[config.mk]
export PLATFORM = sky130hd
export DESIGN_NAME = rat_int_ctrl
export DESIGN_NICKNAME = d
export VERILOG_FILES = /design/src/rtl/rat_int_ctrl.sv
export SDC_FILE = /design/constraint.sdc
export NUM_CORES = 1
export LEC_CHECK = 0
export CELL_PAD_IN_SITES_DETAIL_PLACEMENT = 0
export CELL_PAD_IN_SITES_GLOBAL_PLACEMENT = 1
export CORE_MARGIN = 8
export CORE_UTILIZATION = 31
export DETAILED_ROUTE_END_ITERATION = 8
export PLACE_DENSITY = 0.77
export SLEW_MARGIN = 40
export SYNTH_ARGS = -nofsm -noshare
export SYNTH_HDL_FRONTEND = slang
export SYNTH_SLANG_ARGS = --single-unit
[constraint.sdc]
create_clock -name clk -period 2.85 [get_ports clk]
set_input_delay 0.57 -clock clk [delete_from_list [all_inputs] [get_ports clk]]
set_output_delay 0.57 -clock clk [all_outputs]
set_load 0.01 [all_outputs]
[src/rtl/rat_int_ctrl.sv]
`default_nettype none
// ============================================================================
// Module      : rat_int_ctrl
// Description : RAT CPU interrupt controller. Synchronises and filters the
//               external interrupt line, holds the pending request and the
//               I flag, runs the IDLE/SERVICE/RESTORE handshake with the
//               control unit, and snapshots/restores the C/Z flags.
// Options     : RAT_INT_OVF_EN adds the sticky int_ovf overflow output.
// Revision    : 1.0 - initial release
// ============================================================================
module rat_int_ctrl #(
    parameter int SYNC_STAGES = 2,   // 2..4
    parameter int FILTER_CYC  = 1    // 1..15
) (
    input  logic clk,
    input  logic rst_n,
    input  logic intr_in,
    input  logic i_set,
    input  logic i_clr,
    input  logic int_ack,
    input  logic reti,
    input  logic reti_ie,
    input  logic c_in,
    input  logic z_in,
    output logic int_req,
    output logic i_flag,
    output logic c_shad,
    output logic z_shad,
    output logic flg_shad_ld,
    output logic flg_ld_sel,
`ifdef RAT_INT_OVF_EN
    output logic int_ovf,
`endif
    output logic in_service
);

    localparam logic [3:0] c_FILT = 4'(FILTER_CYC);

    typedef enum logic [1:0] {
        S_IDLE    = 2'd0,
        S_SERVICE = 2'd1,
        S_RESTORE = 2'd2
    } state_t;

    state_t                   r_state;
    state_t                   w_state_nxt;
    logic [SYNC_STAGES-1:0]   r_sync;
    logic [3:0]               r_filt_cnt;
    logic                     r_pending;
    logic                     r_i_flag;
    logic                     r_c_shad;
    logic                     r_z_shad;
    logic                     w_sync_out;
    logic                     w_edge;
    logic                     w_int_req;
    logic                     w_accept;

    assign w_sync_out = r_sync[SYNC_STAGES-1];
    // Edge fires on the cycle the counter steps onto FILTER_CYC; it then
    // saturates, so a single high period produces exactly one event.
    assign w_edge     = w_sync_out && (r_filt_cnt == (c_FILT - 4'd1));
    assign w_int_req  = r_pending && r_i_flag && (r_state == S_IDLE);
    // An acknowledge only counts when a request is actually being presented.
    assign w_accept   = int_ack && w_int_req;

    // Synchroniser chain and glitch-filter counter.
    always_ff @(posedge clk or negedge rst_n) begin
        if (!rst_n) begin
            r_sync     <= '0;
            r_filt_cnt <= 4'd0;
        end else begin
            r_sync <= {r_sync[SYNC_STAGES-2:0], intr_in};
            if (!w_sync_out) begin
                r_filt_cnt <= 4'd0;
            end else if (r_filt_cnt != c_FILT) begin
                r_filt_cnt <= r_filt_cnt + 4'd1;
            end
        end
    end

    // Pending latch (a new edge beats a same-cycle accept) and I flag.
    always_ff @(posedge clk or negedge rst_n) begin
        if (!rst_n) begin
            r_pending <= 1'b0;
            r_i_flag  <= 1'b0;
        end else begin
            if (w_edge) begin
                r_pending <= 1'b1;
            end else if (w_accept) begin
                r_pending <= 1'b0;
            end
            if (w_accept) begin
                r_i_flag <= 1'b0;
            end else if (reti && reti_ie) begin
                r_i_flag <= 1'b1;
            end else if (i_clr) begin
                r_i_flag <= 1'b0;
            end else if (i_set) begin
                r_i_flag <= 1'b1;
            end
        end
    end

    // Shadow C/Z capture on interrupt entry.
    always_ff @(posedge clk or negedge rst_n) begin
        if (!rst_n) begin
            r_c_shad <= 1'b0;
            r_z_shad <= 1'b0;
        end else if (w_accept) begin
            r_c_shad <= c_in;
            r_z_shad <= z_in;
        end
    end

`ifdef RAT_INT_OVF_EN
    logic r_int_ovf;

    // Sticky overflow: an edge lands on an already-pending request.
    always_ff @(posedge clk or negedge rst_n) begin
        if (!rst_n) begin
            r_int_ovf <= 1'b0;
        end else if (w_edge && r_pending && !int_ack) begin
            r_int_ovf <= 1'b1;
        end else if (i_clr) begin
            r_int_ovf <= 1'b0;
        end
    end

    assign int_ovf = r_int_ovf;
`endif

    // Service state register.
    always_ff @(posedge clk or negedge rst_n) begin
        if (!rst_n) begin
            r_state <= S_IDLE;
        end else begin
            r_state <= w_state_nxt;
        end
    end

    // Next-state and state-decoded outputs.
    always_comb begin
        w_state_nxt = r_state;
        in_service  = 1'b0;
        flg_shad_ld = 1'b0;
        flg_ld_sel  = 1'b0;
        case (r_state)
            S_IDLE: begin
                if (w_accept) begin
                    w_state_nxt = S_SERVICE;
                end
            end
            S_SERVICE: begin
                in_service = 1'b1;
                if (reti) begin
                    w_state_nxt = S_RESTORE;
                end
            end
            S_RESTORE: begin
                flg_shad_ld = 1'b1;
                flg_ld_sel  = 1'b1;
                w_state_nxt = S_IDLE;
            end
            default: begin
                w_state_nxt = S_IDLE;
            end
        endcase
    end

    assign int_req = w_int_req;
    assign i_flag  = r_i_flag;
    assign c_shad  = r_c_shad;
    assign z_shad  = r_z_shad;

endmodule
`default_nettype wire
==> results.yml, run 1 <==
run_status:
  result_of_the_run: "finished clean"
timing:
  fin_hold_ws_ps: 363
  timing.slew.headroom_pct: 65.5
  setup_tns_ps: 0
  timing.final.setup_violations: 0
  slew_violations: 0
  fmax_mhz: 483
  post-route-worst-setup-slack_ps: 779
  period_share_pct: 72.7
  slew_at_the_pin_closest_to_its_max_slew_limit_ps: 516
  final_period_minus_worst_setup_slack_ps: 2070
  fin_worst_skew_ps: 1.55
  finalHoldViolCount: 0
  grt_setup_unrepaired: "false"
synth:
  complex_gate_fraction_of_the_synthesized_area_pct: 4.97
  yosys.cell_types.count: 21
  synth_top_cell_by_area: "sky130_fd_sc_hd__dfrtp_1"
  syn-num-nets: 58
  synth_cells: 45
  synth-xor-area-share_pct: 3.16
  yosys.area_share.simple_pct: 20.3
  post_synth_mux_area_share_pct: 7.22
  synth_area_leaders: "sky130_fd_sc_hd__dfrtp_1, sky130_fd_sc_hd__ha_1, sky130_fd_sc_hd__mux2_4"
  seq_area_frac_synth_pct: 54.2
  combinational_family_with_the_most_area_after_synthesis: "simple AND/OR/NAND/NOR gates"
  synth_top_area_share_pct: 54.2
  postSynth.topFlopCell: "sky130_fd_sc_hd__dfrtp_1"
  syn_area_per_cell_um2: 12.3
  synth_warnings: 0
  number_of_flops_mapped_to_enable_cells_by_yosys: 0
  post_synth_instance_area_um2: 554
  ys_async_sr_fraction_pct: 100
  post_synthesis_adder_cell_area_fraction_pct: 6.77
  postSynthRegisterBits: 12
cells_and_area:
  layout.cells.most_common_list: "sky130_fd_sc_hd__clkdlybuf4s50_1, sky130_fd_sc_hd__dfrtp_1, sky130_fd_sc_hd__and2_1"
  multi_input_area_um2: 235
  final_net_count: 78
  drive_above_1_share_pct: 14.1
  flow.area_growth_from_synthesis_pct: 39.7
  antenna_cells_inserted: 0
  register_cell_area_after_layout_um2: 300
  fill_cells: 168
  commonest_non_fill_non_tap_cell_in_the_layout: "sky130_fd_sc_hd__clkdlybuf4s50_1"
clocking:
  clock_sinks: 12
  cts_buffers: 3
  clock_path_buffers: 2
  cts_hold_repair.buffers: 0
  cts_tree: "done"
  cts_setup_buffers: 0
  cts_htree_levels: 1
  clkSlewWorstSetupHoldPaths_ps: 80
  clockRootBuffer: "sky130_fd_sc_hd__clkbuf_4"
  clock_latency_at_the_later_pin_of_the_worst_skew_pair_ps: 260
  post_cts.resized_instances: 0
floorplanning:
  placementRows: 15
  die_h_um: 58.3
  initial_core_util_pct: 32.5
  fp.dieW_um: 58.3
  floorplan.io_pins: 17
  die-area_um2: 3400
  fp.coreArea_um2: 1710
pwr:
  combinational_power_share_pct: 39.9
  p_sw_mw: 0.189
  share_clk_of_total_power_pct: 20.2
  vdd_ir_drop_max_v: 0.000464
  power.leakage_nw: 0.349
  switching_share_pct: 29.1
  power.internal_mw: 0.462
  power-per-cell-area_nw_per_um2: 841
  p_seq_share_pct: 39.8
min_path:
  hold_path.class: "register to register"
  worst_hold_startpoint: "r_sync[0]"
  min_to: "r_sync[1]"
  hold-path-cell-count: 0
critical_path:
  critPathLaunchType: "register"
  criticalPathCategory: "register to primary output"
  rr_startpoint: "r_filt_cnt[1]"
  r2r_slack_ps: 1600
  crit-reg2reg-capture: "r_filt_cnt[1]"
  setup.worst_path.end_class: "primary output"
  critical_path_arrival_ps: 1500
  timing.critical_path.required_ps: 2280
  reg2reg_depth: 5
  path_max_fanout: 3
drt:
  route.vias.total: 362
  drc: 0
  routed-wl-met2_um: 405
  route.layer.met1.wl_um: 496
  maxUsedRoutingLayer: "met3"
  avgRoutedWirePerCell_um: 10.7
  detailedRoute.firstIterationViolations: 3
  drt_pass1_iterations: 2
  wl_met3_um: 48
  final_antenna_net_count: 0
  wl_um: 950
  via_per_inst: 4.07
place:
  detailed_place_hpwl_um: 781
  port-buffer-count: 16
  place_ws_ps: 1060
  gp_congestion: 0.654
global_routing:
  grt.overflow.total: 0
  global_route_wire_length_before_repair_um: 1720
  grt_start_max_net_pins: 13
  vias_in_the_first_global_route: 386
  globalRouteTotalUtil_pct: 6.51
  antenna_found_initial: 0
run:
  maxCapViolCount: 0
## layer usage
metal,vias up,track usage (%)
met5,-,0
met4,0,1.05
met3,0,3.53
met2,10,9.45
met1,166,8.32
li1,186,-
## flip-flops by register name, summed over array words and instances, names as in the netlist
signal      cells
r_filt_cnt      4
r_state         2
r_sync          2
c_shad          1
i_flag          1
r_pending       1
z_shad          1
## how the worst max path moves through the flow
stage,endpoint,from,slack [ps],cells after the start
2_1_floorplan,flg_shad_ld,r_state[0],1550,2
3_3_place_gp,int_req,r_state[0],1060,2
3_5_place_dp,int_req,r_state[1],1060,2
4_1_cts,int_req,r_state[0],760,2
5_1_grt,int_req,r_state[1],710,2
6_report,int_req,r_state[0],780,2
## power groups by stage
stage / Clock (mW) / Sequential, mW / Combinational, mW
after floorplan: 0 / 0.263 / 0.154
after global placement: 0 / 0.263 / 0.266
after detailed placement: 0 / 0.261 / 0.267
after CTS: 0.136 / 0.260 / 0.267
after global routing: 0.144 / 0.269 / 0.291
final: 0.132 / 0.259 / 0.260
## per-stage QoR
stage | area, µm² | std cells | power [mW] | utilization, %
after detailed placement | 738 | 85 | 0.528 | 43.2
after global routing | 774 | 89 | 0.705 | 45.3
after CTS | 774 | 89 | 0.664 | 45.3
after floorplan | 554 | 45 | 0.417 | -
final | 774 | 89 | 0.651 | 45.3
after global placement | 738 | 85 | 0.529 | 43.2
## synthesized netlist by cell type, types with 2 or more instances
cell and n:
sky130_fd_sc_hd__and2_1 4, sky130_fd_sc_hd__dfrtp_1 12, sky130_fd_sc_hd__ha_1 3, sky130_fd_sc_hd__inv_1 3
sky130_fd_sc_hd__mux2_4 2, sky130_fd_sc_hd__nor2_1 2, sky130_fd_sc_hd__nor2b_1 3, sky130_fd_sc_hd__o21ai_0 2
sky130_fd_sc_hd__xnor2_1 2
## final cells by class
class,count,area share [%]
flip-flops and latches,12,38.8
repair buffers,16,20.7
inverters,3,1.45
multi-input cells,29,30.4
clock buffers,4,4.68
well taps,25,4.04
## cells by family (layout without fill, tap and decap cells)
logic type / count (synthesis) / count (layout)
and+or+nand+nor: 17 / 17
DFF: 12 / 12
AOI/OAI and AO/OA: 4 / 4
buffers and inverters: 4 / 23
adders and majority gates: 3 / 3
muxes: 3 / 3
xor gates and xnor gates: 2 / 2
## critical path, stage by stage, from the launching register on
cell,delay [ps]
sky130_fd_sc_hd__dfrtp_1,390
sky130_fd_sc_hd__and4bb_2,310
sky130_fd_sc_hd__clkdlybuf4s50_1,540
Power figures use the tool's default switching activity.
==> run 2, diff against run 1 <==
- CORE_UTILIZATION: 31 -> 30
- clock period: 2.85 -> 1.8 ns (I/O delays scaled with it)
==> run 2 against run 1 <==
  * Non-clock buffer count is the same
  * Combinational power grew 55%
  * Critical endpoint unchanged
  * Largest cell class unchanged
  * Largest power group is now sequential cells
  * Core utilization shrank 0.13 points
  * Register-to-register slack lost 1100 ps
  * Cell count is the same
  * Clock skew grew 1.0 ps
==> results.yml, run 2 (synthesis results as in run 1) <==
critical_path:
  timing.critical_path.buf_inv: 1
  timing.critical_path.max_delay_family: "flip-flops"
  setup.worst_path.end_class: "primary output"
  criticalPathCategory: "register to primary output"
  timing.critical_path.required_ps: 1440
  path_max_fanout: 3
  critPathLaunchType: "register"
  crit_path_cell_trace: "and4bb_2, dlygate4sd2_1"
  slowest_delay_ps: 390
  critical_path_arrival_ps: 1230
  cell_at_the_slowest_stage_of_the_critical_path: "sky130_fd_sc_hd__dfrtp_1"
drt:
  avgRoutedWirePerCell_um: 11.7
  wl_um: 1040
  final_antenna_net_count: 0
  route.layer.met1.wl_um: 469
  drc: 0
  maxUsedRoutingLayer: "met3"
  routed-wl-met2_um: 495
  drt_pass1_iterations: 3
  route.vias.total: 376
  detailedRoute.firstIterationViolations: 7
  wl_met3_um: 74
  via_per_inst: 4.22
global_routing:
  grt_start_max_net_pins: 13
  global_route_wire_length_before_repair_um: 1830
  grt.overflow.total: 0
  globalRouteTotalUtil_pct: 6.90
  antenna_found_initial: 0
  vias_in_the_first_global_route: 433
floorplanning:
  fp.dieW_um: 59.0
  initial_core_util_pct: 32.1
  floorplan.io_pins: 17
  placementRows: 15
  fp.coreArea_um2: 1730
  die_h_um: 59.0
  die-area_um2: 3480
timing:
  period_share_pct: 88.6
  slew_violations: 0
  finalHoldViolCount: 0
  fin_hold_ws_ps: 351
  timing.slew.headroom_pct: 64.5
  slew_at_the_pin_closest_to_its_max_slew_limit_ps: 530
  fmax_mhz: 627
  setup_tns_ps: 0
  fin_worst_skew_ps: 2.58
  timing.final.setup_violations: 0
  final_period_minus_worst_setup_slack_ps: 1590
  grt_setup_unrepaired: "false"
cells_and_area:
  largestRegisters: "r_filt_cnt (4), r_state (2), r_sync (2)"
  antenna_cells_inserted: 0
  final_net_count: 78
  fill_cells: 186
  registers.top_by_ff_count: "r_filt_cnt"
  layout.cells.most_common_list: "sky130_fd_sc_hd__dfrtp_1, sky130_fd_sc_hd__clkdlybuf4s50_1, sky130_fd_sc_hd__and2_1"
  largest_register_ff_count: 4
  design_area_um2: 781
  flow.area_growth_from_synthesis_pct: 40.9
  drive_above_1_share_pct: 14.1
pwr:
  power-per-cell-area_nw_per_um2: 1320
  power.leakage_nw: 0.402
  totalPowerFinal_mw: 1.03
  vdd_ir_drop_max_v: 0.000714
clocking:
  clockRootBuffer: "sky130_fd_sc_hd__clkbuf_4"
  clock_latency_at_the_later_pin_of_the_worst_skew_pair_ps: 270
  cts_setup_buffers: 0
  clock_path_buffers: 2
  clkSlewWorstSetupHoldPaths_ps: 70
  cts_tree: "done"
  cts_buffers: 3
  cts_htree_levels: 1
  clock_sinks: 12
place:
  gp_congestion: 0.741
  detailed_place_hpwl_um: 814
  placement.cell_area_um2: 738
  port-buffer-count: 16
min_path:
  hold_path.class: "register to register"
run:
  maxCapViolCount: 0
run_status:
  result_of_the_run: "finished clean"
==> run 2: what timing repair did <==
| action | in CTS | in global routing |
|---|---|---|
| pin swaps | 0 | 0 |
| endpoints found under the setup margin | 1 | 3 |
| endpoints found under the hold margin | 0 | 0 |
| hold buffers | 0 | 0 |
| gates resized for setup | 1 | 3 |
==> run 2: path summary, 6_finish.rpt <==
check | start | endpoint | slack (ps) | cells past startpoint
max in group asynchronous | rst_n | c_shad | 1020 | 1
worst max register to register | r_filt_cnt[1] | r_filt_cnt[1] | 540 | 5
min in group asynchronous | rst_n | r_state[0] | 430 | 1
worst max-delay path | r_state[0] | int_req | 210 | 2
worst min register to register | r_sync[0] | r_sync[1] | 350 | 0
worst min-delay path | r_sync[0] | r_sync[1] | 350 | 0
==> run 2: report_power, final <==
| group | total (mW) | switching [mW] | internal (mW) | leakage, nW |
|---|---|---|---|---|
| clock | 0.213 | 0.0895 | 0.123 | 0.0210 |
| combinational | 0.404 | 0.155 | 0.249 | 0.231 |
| sequential | 0.410 | 0.0619 | 0.348 | 0.149 |
| total | 1.03 | 0.307 | 0.720 | 0.402 |
==> run 2: per-layer routing <==
metal,vias up,GRT usage (%)
li1,184,-
met1,182,7.31
met2,10,11.1
met3,0,4.99
met4,0,1.02
met5,-,0
==> run 2: metrics by stage <==
step,instances,setup slack [ps],util (%)
6_report,89,205,45.2
2_1_floorplan,45,592,-
4_1_cts,89,2.43,44.8
5_1_grt,89,155,45.2
3_5_place_dp,85,223,42.8
3_3_place_gp,85,234,42.8
==> run 2: layout make-up <==
class	count	area, µm²	share of cell area (%)
clock buffers	4	36.3	4.65
inverters	3	11.3	1.44
multi-input cells	29	235	30.1
flip-flops and latches	12	300	38.5
well taps	25	31.3	4.01
repair buffers	16	166	21.3
==> run 2: worst reg2reg max path, delay by kind of cell, from the launching register on <==
family                   cells  cell delay (ps)
buffers and inverters        1               90
multiplexers                 1              210
AND/OR/NAND/NOR              2              300
flip-flops                   1              410
adder cells (fa/ha/maj)      1              150
==> run 3, diff against run 2 <==
--- a/config.mk
+++ b/config.mk
@@ -13,2 +13,3 @@
 export PLACE_DENSITY = 0.77
+export SETUP_SLACK_MARGIN = 0.3
 export SLEW_MARGIN = 40
--- a/constraint.sdc
+++ b/constraint.sdc
@@ -3,2 +3,2 @@
 set_output_delay 0.36 -clock clk [all_outputs]
-set_load 0.01 [all_outputs]
+set_load 0.02 [all_outputs]
==> run 3 against run 2 <==
  * Clock skew is essentially flat
  * First-iteration DRC count rose by 14%
  * Register-to-register slack about the same
  * Routed wire length up 0.38%
  * Clock-buffer cell count did not move
  * Clock power barely moved
  * Worst hold slack about the same
  * Critical path depth unchanged
  * Via count decreased by 0.27%
  * Worst setup slack gained 130 ps
==> results.yml, run 3 (synthesis results as in run 1) <==
run_status:
  result_of_the_run: "finished clean"
critical_path:
  critPathLaunchType: "register"
  cell_at_the_slowest_stage_of_the_critical_path: "sky130_fd_sc_hd__dfrtp_1"
  timing.critical_path.max_delay_family: "flip-flops"
  crit_path_cell_trace: "and4bb_2, buf_6"
  critical_path_arrival_ps: 1110
  timing.critical_path.required_ps: 1440
  rr_startpoint: "r_filt_cnt[1]"
  timing.critical_path.from: "r_state[0]"
  reg2reg_depth: 5
  path_max_fanout: 3
  criticalPathCategory: "register to primary output"
  cp_depth: 2
  timing.critical_path.buf_inv: 1
  setup.worst_path.end_class: "primary output"
  slowest_delay_ps: 380
clocking:
  clock_path_buffers: 2
  clkSlewWorstSetupHoldPaths_ps: 70
  clock_latency_at_the_later_pin_of_the_worst_skew_pair_ps: 270
  cts_buffers: 3
  cts_hold_repair.buffers: 0
  cts_tree: "done"
  cts_htree_levels: 1
  clock_sinks: 12
  clockRootBuffer: "sky130_fd_sc_hd__clkbuf_4"
  cts_setup_buffers: 0
drt:
  final_antenna_net_count: 0
  drt_pass1_iterations: 3
  wl_um: 1040
  route.vias.total: 375
  detailedRoute.firstIterationViolations: 8
  via_per_inst: 4.21
  drc: 0
  avgRoutedWirePerCell_um: 11.7
timing:
  fin_worst_skew_ps: 2.57
  slew_at_the_pin_closest_to_its_max_slew_limit_ps: 531
  timing.slew.headroom_pct: 64.5
  timing.final.setup_violations: 0
  slew_violations: 0
  setup_tns_ps: 0
  fin_hold_ws_ps: 351
  final_period_minus_worst_setup_slack_ps: 1470
  period_share_pct: 81.5
  finalHoldViolCount: 0
  fmax_mhz: 681
  grt_setup_unrepaired: "true"
floorplanning:
  floorplan.io_pins: 17
  die_h_um: 59.0
  initial_core_util_pct: 32.1
  fp.coreArea_um2: 1730
  die-area_um2: 3480
  fp.dieW_um: 59.0
  placementRows: 15
global_routing:
  grt_start_max_net_pins: 13
  grt.overflow.total: 0
  globalRouteTotalUtil_pct: 6.95
  vias_in_the_first_global_route: 433
  antenna_found_initial: 0
  global_route_wire_length_before_repair_um: 1840
cells_and_area:
  registers.top_by_ff_count: "r_filt_cnt"
  largestRegisters: "r_filt_cnt (4), r_state (2), r_sync (2)"
  fill_cells: 193
  multi_input_area_um2: 235
  layout.cells.most_common_list: "sky130_fd_sc_hd__dfrtp_1, sky130_fd_sc_hd__clkdlybuf4s50_1, sky130_fd_sc_hd__and2_1"
  drive_above_1_share_pct: 20.3
  largest_register_ff_count: 4
  finalNonFillerCells: 89
  register_cell_area_after_layout_um2: 300
  antenna_cells_inserted: 0
  flow.area_growth_from_synthesis_pct: 36.6
  commonest_non_fill_non_tap_cell_in_the_layout: "sky130_fd_sc_hd__dfrtp_1"
  final_net_count: 78
run:
  maxCapViolCount: 0
min_path:
  hold_path.class: "register to register"
  worst_hold_startpoint: "r_sync[0]"
  hold-path-cell-count: 0
pwr:
  vdd_ir_drop_max_v: 0.000711
  power-per-cell-area_nw_per_um2: 1390
  power.leakage_nw: 0.361
place:
  dp_cells: 85
  gp_congestion: 0.741
  detailed_place_hpwl_um: 814
  port-buffer-count: 16
run 3: report_power, final:
part / switching (mW) / internal, mW / total, mW
sequential: 0.0608 / 0.348 / 0.409
clock: 0.0896 / 0.123 / 0.213
combinational: 0.202 / 0.226 / 0.427
total: 0.352 / 0.697 / 1.05
run 3: cell type report:
class / instances / area share (%)
clock buffers: 4 / 4.79
inverters: 3 / 1.49
multi-input cells: 29 / 31.1
flip-flops and latches: 12 / 39.7
well taps: 25 / 4.13
repair buffers: 16 / 18.8
run 3: what timing repair did:
action,CTS,global route
resized for setup,18,3
cloned,0,0
endpoints found under the setup margin,7,1
pin swaps,0,1
run 3: path summary, 6_finish.rpt:
check                                endpoint  slack [ps]
min in group asynchronous          r_state[0]         430
max in group asynchronous              c_shad        1020
worst min register to register      r_sync[1]         350
worst max-delay path                  int_req         330
worst min-delay path                r_sync[1]         350
worst max register to register  r_filt_cnt[1]         540
run 3: through the flow:
| step | setup slack, ps | instance area (µm²) | util (%) | power (mW) |
|---|---|---|---|---|
| after floorplan | 480 | 554 | - | 0.704 |
| after global placement | 166 | 738 | 42.8 | 0.876 |
| after detailed placement | 155 | 738 | 42.8 | 0.886 |
| after CTS | 190 | 757 | 43.8 | 1.07 |
| after global routing | 293 | 757 | 43.8 | 1.13 |
| final | 333 | 757 | 43.8 | 1.05 |
run 3: worst reg2reg max path, stage by stage, from the launching register on:
cell and delay [ps]:
sky130_fd_sc_hd__dfrtp_1 410, sky130_fd_sc_hd__inv_1 90, sky130_fd_sc_hd__ha_1 150, sky130_fd_sc_hd__nor3b_2 240, sky130_fd_sc_hd__mux2i_1 210, sky130_fd_sc_hd__nor2b_1 60
run 3: routing by layer:
layer | GRT usage (%) | share of wire (%) | vias up
met3 | 4.99 | 7.1 | 0
met1 | 7.44 | 45 | 181
met5 | 0 | 0 | -
met4 | 1.02 | 0 | 0
li1 | - | - | 184
met2 | 11.1 | 47 | 10
